`src/rtl/kmeans_mem_arbiter.sv`:
```
// kmeans_mem_arbiter
// ------------------
// Shares the single-port k-means point SRAM between three requesters:
// the point loader (writes), the assignment scanner (reads) and the
// debug/readback port (reads). Ownership rotates round-robin
// (loader -> scanner -> debug). An owner keeps the port for up to MAX_BURST
// consecutive transfers while anyone else is waiting. If nobody else is
// waiting, the owner keeps the port indefinitely. Every release costs one
// IDLE cycle.
//
// Ports:
//   clk, rst_n                   clock, synchronous active-low reset
//   ld_req/ld_addr/ld_wdata      loader write request, address, data
//   ld_gnt                       loader owns the port
//   sc_req/sc_addr, sc_gnt       scanner read request/address, grant
//   sc_rvalid                    scanner read data valid on rdata
//   db_req/db_addr, db_gnt       debug read request/address, grant
//   db_rvalid                    debug read data valid on rdata
//   rdata                        shared read data, qualified by *_rvalid
//   busy                         port granted or a read still in flight
//   mem_a/mem_di/mem_web         registered SRAM macro pins
//   mem_do                       macro read data, valid one cycle after
//                                the macro samples its pins
module kmeans_mem_arbiter #(
  parameter int ADDR_W    = 12,
  parameter int DATA_W    = 16,
  parameter int MAX_BURST = 64
) (
  input  logic              clk,
  input  logic              rst_n,
  input  logic              ld_req,
  input  logic [ADDR_W-1:0] ld_addr,
  input  logic [DATA_W-1:0] ld_wdata,
  output logic              ld_gnt,
  input  logic              sc_req,
  input  logic [ADDR_W-1:0] sc_addr,
  output logic              sc_gnt,
  output logic              sc_rvalid,
  input  logic              db_req,
  input  logic [ADDR_W-1:0] db_addr,
  output logic              db_gnt,
  output logic              db_rvalid,
  output logic [DATA_W-1:0] rdata,
  output logic              busy,
  output logic [ADDR_W-1:0] mem_a,
  output logic [DATA_W-1:0] mem_di,
  output logic              mem_web,
  input  logic [DATA_W-1:0] mem_do
);

  localparam int CNT_W = $clog2(MAX_BURST + 1);
  localparam logic [1:0] OWN_LD = 2'd0;
  localparam logic [1:0] OWN_SC = 2'd1;
  localparam logic [1:0] OWN_DB = 2'd2;

  typedef enum logic {IDLE, GRANT} state_t;

  state_t            state_reg;
  logic [1:0]        owner_reg;
  logic [1:0]        rr_ptr_reg;
  logic [CNT_W-1:0]  burst_cnt_reg;
  logic [2:0]        gnt_reg;        // one-hot {db, sc, ld}
  logic [2:0]        sc_tag_reg;     // read tag pipeline, stage 0 = newest
  logic [2:0]        db_tag_reg;
  logic [DATA_W-1:0] rdata_reg;

  // Bit 3 is a constant zero so any 2-bit owner index stays in range.
  logic [3:0]        req_vec;
  logic [1:0]        cand [3];
  logic [1:0]        pick;
  logic [3:0]        owner_onehot;
  logic              owner_req;
  logic              other_req;
  logic              xfer;
  logic [CNT_W-1:0]  burst_inc;
  logic [ADDR_W-1:0] addr_mux;

  function automatic logic [1:0] rr_next(input logic [1:0] o);
    return (o == OWN_DB) ? OWN_LD : o + 2'd1;
  endfunction

  assign req_vec = {1'b0, db_req, sc_req, ld_req};

  // Candidate owners in round-robin order starting at rr_ptr.
  generate
    for (genvar gi = 0; gi < 3; gi++) begin : g_cand
      if (gi == 0) begin : g_first
        assign cand[gi] = rr_ptr_reg;
      end else begin : g_rest
        assign cand[gi] = rr_next(cand[gi-1]);
      end
    end
  endgenerate

  // Later assignments override earlier ones, so the first requesting
  // candidate in rotation order wins.
  always_comb begin
    pick = cand[2];
    if (req_vec[cand[1]]) pick = cand[1];
    if (req_vec[cand[0]]) pick = cand[0];
  end

  assign owner_onehot = 4'b0001 << owner_reg;
  assign owner_req    = req_vec[owner_reg];
  assign other_req    = |(req_vec & ~owner_onehot);
  assign xfer         = (state_reg == GRANT) && owner_req;
  assign burst_inc    = burst_cnt_reg + CNT_W'(1);

  always_comb begin
    case (owner_reg)
      OWN_LD:  addr_mux = ld_addr;
      OWN_SC:  addr_mux = sc_addr;
      default: addr_mux = db_addr;
    endcase
  end

  always_ff @(posedge clk) begin
    if (!rst_n) begin
      state_reg     <= IDLE;
      owner_reg     <= OWN_LD;
      rr_ptr_reg    <= OWN_LD;
      burst_cnt_reg <= '0;
      gnt_reg       <= '0;
    end else begin
      case (state_reg)
        IDLE: begin
          if (|req_vec) begin
            state_reg     <= GRANT;
            owner_reg     <= pick;
            gnt_reg       <= 3'(4'b0001 << pick);
            burst_cnt_reg <= '0;
          end
        end
        GRANT: begin
          // Release on an idle owner, or on a full burst while someone waits.
          // A full burst with nobody waiting restarts the count instead.
          if (!owner_req || (burst_inc == CNT_W'(MAX_BURST) && other_req)) begin
            state_reg     <= IDLE;
            gnt_reg       <= '0;
            rr_ptr_reg    <= rr_next(owner_reg);
            burst_cnt_reg <= '0;
          end else if (burst_inc == CNT_W'(MAX_BURST)) begin
            burst_cnt_reg <= '0;
          end else begin
            burst_cnt_reg <= burst_inc;
          end
        end
        default: state_reg <= IDLE;
      endcase
    end
  end

  // Macro pins: the address and data hold between transfers. Only the write
  // strobe returns to its inactive level.
  always_ff @(posedge clk) begin
    if (!rst_n) begin
      mem_a   <= '0;
      mem_di  <= '0;
      mem_web <= 1'b1;
    end else if (xfer) begin
      mem_a   <= addr_mux;
      mem_web <= (owner_reg != OWN_LD);
      if (owner_reg == OWN_LD) mem_di <= ld_wdata;
    end else begin
      mem_web <= 1'b1;
    end
  end

  // Tag pipeline: stage 0 while the macro samples, stage 1 while mem_do is
  // valid (captured into rdata), stage 2 while rdata is presented.
  always_ff @(posedge clk) begin
    if (!rst_n) begin
      sc_tag_reg <= '0;
      db_tag_reg <= '0;
      rdata_reg  <= '0;
    end else begin
      sc_tag_reg <= {sc_tag_reg[1:0], xfer && (owner_reg == OWN_SC)};
      db_tag_reg <= {db_tag_reg[1:0], xfer && (owner_reg == OWN_DB)};
      if (sc_tag_reg[1] || db_tag_reg[1]) rdata_reg <= mem_do;
    end
  end

  assign ld_gnt    = gnt_reg[0];
  assign sc_gnt    = gnt_reg[1];
  assign db_gnt    = gnt_reg[2];
  assign sc_rvalid = sc_tag_reg[2];
  assign db_rvalid = db_tag_reg[2];
  assign rdata     = rdata_reg;
  assign busy      = (state_reg == GRANT) || (|sc_tag_reg) || (|db_tag_reg);

endmodule
```
`config.mk`:
```
export PLATFORM = sky130hd
export DESIGN_NAME = kmeans_mem_arbiter
export DESIGN_NICKNAME = d
export VERILOG_FILES = /design/src/rtl/kmeans_mem_arbiter.sv
export SDC_FILE = /design/constraint.sdc
export NUM_CORES = 1
export LEC_CHECK = 0
export ABC_AREA = 0
export CORE_MARGIN = 2
export CORE_UTILIZATION = 46
export DETAILED_ROUTE_END_ITERATION = 10
export PLACE_DENSITY_LB_ADDON = 0.3
export SLEW_MARGIN = 10
export SYNTH_ARGS = -nofsm -noshare
export SYNTH_HDL_FRONTEND = slang
export SYNTH_SLANG_ARGS = --single-unit
```
`constraint.sdc`:
```
create_clock -name clk -period 5.2 [get_ports clk]
set_clock_uncertainty 0.1 [all_clocks]
set_input_delay 1.56 -clock clk [delete_from_list [all_inputs] [get_ports clk]]
set_output_delay 1.56 -clock clk [all_outputs]
set_load 0.005 [all_outputs]
```
# Word level (Yosys, flattened, before mapping)
# Cells that the tools add are included.
[op_classes] add_sub_neg=4 magnitude_cmp=3 eq_ne=7 shifts=2 muxes=22 bitwise=3 reduce_logical=20
[ops] cell="one-hot mux 12 bit (2 select lines)" count=1
[ops] cell="2-to-1 mux 7 bit" count=3
[ops] cell="one-hot mux 7 bit (2 select lines)" count=1
[ops] cell="2-to-1 mux 2 bit" count=5
[ops] cell="AND reduction 2 bit" count=5
[ops] cell="< comparator 2 x 3 -> 1 bit, second input constant" count=3
[ops] cell="OR reduction 3 bit" count=3
[ops] cell="adder 7 x 1 -> 7 bit, second input constant" count=1
[ops] cell="== test 7 bit, second input constant" count=1
[ops] cell="adder 2 x 1 -> 2 bit, second input constant" count=3
[ops] cell="binary-select mux 1 bit (select 2 bit)" count=3
[ops] cell="== test 2 bit, second input constant" count=3
[ops] cell="2-to-1 mux 3 bit" count=2
[ops] cell="one-hot mux 3 bit (2 select lines)" count=1
[ops] cell="2-to-1 mux 1 bit" count=5
[ops] cell="bitwise AND 3 x 4 -> 4 bit" count=1
[ops] cell="logical AND 1 bit" count=4
[ops] cell="logical OR 1 bit" count=4
[ops] cell="NOT 4 bit" count=1
[ops] cell="OR reduction 4 bit" count=1
[ops] cell="left shift 1 x 2 -> 4 bit, first input constant" count=1
[ops] cell="left shift 1 x 2 -> 3 bit, first input constant" count=1
[ops] cell="== test 2 x 1 -> 1 bit, second input constant" count=1
[ops] cell="zero test 2 bit" count=1
[ops] cell="other kinds (6)" count=6
[totals] register_bits=66 inputBits=73 out_inout_bits=51 word_cells=72

# Depth between registers and ports, before layout
[depth] word_depth=9 mapped_depth=7 ltp_nobuf=6

# Worst setup path before layout
# No wires, ideal clock.
[synth_timing] path_kind="input to register" startpoint="in sc_req" endpoint="reg rr_ptr_reg[0]" setup_ns=0.127 t_arrival_ns=2.869 required_time_ns=4.973 path_slack_ns=2.104 path_stages=5 n_path_buf=1 path_cell_list="clkbuf_1 -> nor3_1 -> or3_1 -> o2111a_1 -> or3_1"
[synth_between] elab_chain_cells=5 word_cells_on_any_way=8 cone_classes="2 x mux; 1 x bitwise; 5 x reduce/logical"
[synth_rtl] element="start: declaration" line="35" text="input logic sc_req,"
[synth_rtl] element="binary-select mux 1 bit (select 2 bit) / bitwise AND 3 x 4 -> 4 bit (equally long branches)" line="104, 105"
[synth_rtl] element="2-to-1 mux 1 bit (implied by the code) / OR reduction 4 bit (equally long branches)" line="104, 105"
[synth_rtl] element="zero test 1 bit / logical AND 1 bit (equally long branches)" line="137" text="if (!owner_req || (burst_inc == CNT_W'(MAX_BURST) && other_req)) begin"
[synth_rtl] element="logical OR 1 bit (*)" line="137"
[synth_rtl] element="AND reduction 2 bit (no source line) (*)"
[synth_rtl] element="end signal: assignment" line="140" text="rr_ptr_reg <= rr_next(owner_reg);"
[synth_rtl] element="end: declaration" line="60" text="logic [1:0] rr_ptr_reg;"
# Mark *: on every way between the ends. The rest lies on a longest branch, timed or not. The select of a mux whose other input is x is not followed.
# A chain may end at the register's enable or synchronous reset.

# Worst setup path in the final report
[layout_timing] startpoint="in db_req" endpoint="reg burst_cnt_reg[0]"
[layout_between] elab_chain_cells=6 word_cells_on_any_way=11 cone_classes="1 x eq/ne; 4 x mux; 1 x bitwise; 5 x reduce/logical"
[layout_rtl] element="start: declaration" line="39" text="input logic db_req,"
[layout_rtl] element="binary-select mux 1 bit (select 2 bit) / bitwise AND 3 x 4 -> 4 bit (equally long branches)" line="104, 105"
[layout_rtl] element="2-to-1 mux 1 bit (implied by the code) / OR reduction 4 bit (equally long branches)" line="104, 105"
[layout_rtl] element="zero test 1 bit / logical AND 1 bit (equally long branches)" line="137"
[layout_rtl] element="logical OR 1 bit" line="137"
[layout_rtl] element="2-to-1 mux 7 bit" line="137"
[layout_rtl] element="one-hot mux 7 bit (2 select lines)" line="125" text="case (state_reg)"
[layout_rtl] element="end signal: assignment" line="145" text="burst_cnt_reg <= burst_inc;"
[layout_rtl] element="end: declaration" line="61" text="logic [CNT_W-1:0] burst_cnt_reg;"
# Parallel ways exist; a longest one is shown, timed or not. The select of a mux whose other input is x is not followed.

==> flow_summary.rst <==
.. list-table::
   :header-rows: 1

   * - Metric
     - Value
   * - Outcome
     - finished, final reports clean
   * - CP required
     - 5360 ps
   * - Average cell area after synthesis
     - 7.87 um2
   * - Leak pwr
     - 1.52 nW
   * - Final setup violating endpoints
     - 0
   * - First-pass GRT wire length
     - 11.7 mm
   * - Yosys reg bits
     - 66
   * - Switching fraction of total power
     - 0.233
   * - Initial detailed-routing violation count
     - 132
   * - Pin count of the biggest net entering global routing
     - 36
   * - Final worst path period share
     - 0.677
   * - Net Sw Power
     - 0.000278 W
   * - Final antenna-violating net count
     - 0
   * - Start-to-end type of the worst setup path
     - in2reg
   * - Commonest cells after routing, fill and taps aside
     - 123 x sky130_fd_sc_hd__clkdlybuf4s50_1, 113 x sky130_fd_sc_hd__nand2_1, 66 x sky130_fd_sc_hd__dfxtp_1
   * - Worst Path Max Fanout
     - 16
   * - Register area share after synthesis
     - 0.451
   * - Post-route cell area
     - 4390 um2
   * - Syn Inst Count
     - 372
   * - Prevailing post-synth register cell
     - sky130_fd_sc_hd__dfxtp_1
   * - Slew at the pin closest to its max-slew limit
     - 1070 ps
   * - Post-cts resize count
     - 0
   * - Post-Synthesis Cell Area
     - 2930 um2
   * - Buffer levels on the longest clock path
     - 2
   * - Maximum clock frequency
     - 284 MHz
   * - Power share of the clock group
     - 0.393
   * - Pwr Density
     - 272 nW/um2
   * - Std cell rows
     - 29
   * - Async SR Flop Fraction
     - 0
   * - Global router's overall resource usage
     - 0.204
   * - Ports
     - 124
   * - Synth warn
     - 0
   * - Buffers & Inverters on Critical Path
     - 2
   * - Final total negative setup slack
     - 0 ps
   * - PortBufs
     - 123
   * - Pre-Repair DR Iteration Count
     - 4
   * - Total vias in the final route
     - 2910
   * - Layout cell share with drive strength beyond 1
     - 0.0532
   * - Total area of sequential cells
     - 1320 um2
   * - Area of the core region
     - 6240 um2
   * - Diode insertion count for antenna repair
     - 0
   * - Clock transition at path regs
     - 60 ps
   * - Fin. max-slew vios
     - 0
   * - Final worst path period need
     - 3520 ps
   * - Sort of element at the start of the critical path
     - input port
   * - Chip Width
     - 83.8 um
   * - Placed inst area
     - 4170 um2
   * - Total Die Area
     - 7020 um2
   * - Initial antenna violation count
     - 0
   * - Final-report hold violation count
     - 0
   * - Post-CTS Setup Bufs
     - 0
   * - List of cells traversed by the critical path
     - clkdlybuf4s50_1 -> mux2i_1 -> o21ai_1 -> and2_0 -> buf_4 -> nand3b_1 -> a21boi_0
   * - Worst slack after detailed placement
     - 1380 ps
   * - Area of the multi-input gates
     - 1470 um2
   * - Netlist cell types
     - 45
   * - Via count of the first global-routing pass
     - 2668
   * - Final core utilization
     - 0.703
   * - RSZ-0062 raised after global routing
     - false
   * - Total power
     - 0.00119 W
   * - Net count of the mapped netlist
     - 446
   * - CP delay by family, top
     - buffers and inverters
   * - Vias per std cell
     - 5.14
   * - Element type at the critical path end
     - register
   * - Effective utilization at floorplan
     - 0.469
   * - Number of buffers added by the clock tree synthesis step
     - 9
   * - Worst min-delay path category
     - reg2reg
   * - Cell type of the slowest stage on the worst timing path
     - sky130_fd_sc_hd__clkdlybuf4s50_1
   * - DRC violations left
     - 0
   * - Total grt overflow
     - 0
   * - Htree depth
     - 3
   * - Final layout net count
     - 558
   * - Final setup slack of the worst path
     - 1680 ps
   * - Most common cell after layout, fill and taps aside
     - sky130_fd_sc_hd__clkdlybuf4s50_1
   * - Sequential Power Share
     - 0.459
   * - Vertical die dimension
     - 83.8 um
   * - TritonCTS clock tree
     - built
   * - Final-layout fill cell count
     - 511
   * - Routed length per instance
     - 13.0 um
   * - Number of enable flip-flop cells after synthesis
     - 0
   * - Worst slew slack as a fraction of its limit
     - 0.285
   * - Clock root buffer
     - sky130_fd_sc_hd__clkbuf_8
   * - Critical path arrival
     - 3680 ps
   * - Insertion delay to the later sink of the worst-skew pair
     - 330 ps
   * - Post-DP HPWL
     - 5.21 mm
   * - Layout area overhead
     - 49.9%
   * - Int Power
     - 0.000914 W
   * - Largest stage delay, worst path
     - 620 ps
   * - Maxcap violations
     - 0
   * - Count of hold-fix buffers inserted at cts
     - 0
   * - Peak VDD IR
     - 0.000138 V
   * - Clk sinks
     - 66
   * - Part of the power in combinational logic
     - 0.148
   * - Gp weighted congestion
     - 0.771
   * - Total detailed-routing wirelength
     - 7.37 mm
-- power groups by stage --
stage | sequential (W) | clock, W | combinational [W]
4_1_cts | 0.000547 | 0.000478 | 0.000178
6_report | 0.000547 | 0.000468 | 0.000176
3_5_place_dp | 0.000559 | 0 | 0.000177
5_1_grt | 0.000550 | 0.000502 | 0.000194
3_3_place_gp | 0.000558 | 0 | 0.000173
2_1_floorplan | 0.000548 | 0 | 0.0000826
-- area by class of cell --
class,count,share of cell area
Clock buffer,11,0.0322
Clock inverter,5,0.0177
Inverter,3,0.00257
Multi-Input combinational cell,276,0.335
Sequential cell,66,0.301
Tap cell,77,0.0220
Timing Repair Buffer,128,0.289
-- cells in the mapped netlist (4+ instances only) --
| master | count | area share |
|---|---|---|
| sky130_fd_sc_hd__a21oi_1 | 31 | 0.053 |
| sky130_fd_sc_hd__buf_2 | 8 | 0.014 |
| sky130_fd_sc_hd__dfxtp_1 | 66 | 0.45 |
| sky130_fd_sc_hd__nor2b_1 | 5 | 0.011 |
| sky130_fd_sc_hd__a21boi_0 | 17 | 0.044 |
| sky130_fd_sc_hd__and2_1 | 4 | 0.0085 |
| sky130_fd_sc_hd__nand2_1 | 113 | 0.14 |
| sky130_fd_sc_hd__nor3_1 | 5 | 0.0085 |
| sky130_fd_sc_hd__a31oi_1 | 4 | 0.0085 |
| sky130_fd_sc_hd__nor2_1 | 10 | 0.013 |
| sky130_fd_sc_hd__nand3_1 | 8 | 0.014 |
| sky130_fd_sc_hd__mux2i_1 | 13 | 0.044 |
| sky130_fd_sc_hd__or3_1 | 4 | 0.0085 |
| sky130_fd_sc_hd__clkbuf_1 | 17 | 0.022 |
| sky130_fd_sc_hd__o21ai_0 | 23 | 0.039 |
-- metal layers --
metal	wire length, um	share of wire	track usage
met2	3550	0.48	0.360
met3	576	0.078	0.0742
met4	86	0.012	0.0660
met1	3160	0.43	0.229
met5	0	0	0
-- path summary, 6_finish.rpt --
check | from | to | slack, ps | cells past startpoint
max | db_req | burst_cnt_reg[0]$_SDFFE_PN0P_ | 1680 | 7
max reg2reg | owner_reg[1]$_SDFFE_PN0P_ | burst_cnt_reg[0]$_SDFFE_PN0P_ | 2410 | 6
min reg2reg | rdata[13]$_SDFFE_PN0P_ | rdata[13]$_SDFFE_PN0P_ | 350 | 2
min | rdata[13]$_SDFFE_PN0P_ | rdata[13]$_SDFFE_PN0P_ | 350 | 2
-- worst min-delay path: cells and delay by family, from the launching register on --
| family | cells | cell delay (ps) |
|---|---|---|
| and+or+nand+nor | 1 | 50 |
| AOI/OAI and AO/OA | 1 | 50 |
| DFF | 1 | 310 |
-- logic make-up after synthesis --
| kind of cell | Yosys count | synth area share |
|---|---|---|
| buffers and inverters | 30 | 0.0457 |
| AOI/OAI and AO/OA | 89 | 0.184 |
| adders and majority gates | 1 | 0.00427 |
| DFF | 66 | 0.451 |
| and+or+nand+nor | 173 | 0.270 |
| muxes | 13 | 0.0445 |
-- stage by stage --
| stage | instances | hold WS [ps] |
|---|---|---|
| global route | 566 | 372 |
| CTS | 566 | 353 |
| detailed placement | 550 | 343 |
| finish | 566 | 353 |
| floorplan | 372 | 331 |
| global placement | 550 | 337 |
Note: power is estimated with default switching activity, not from simulation.
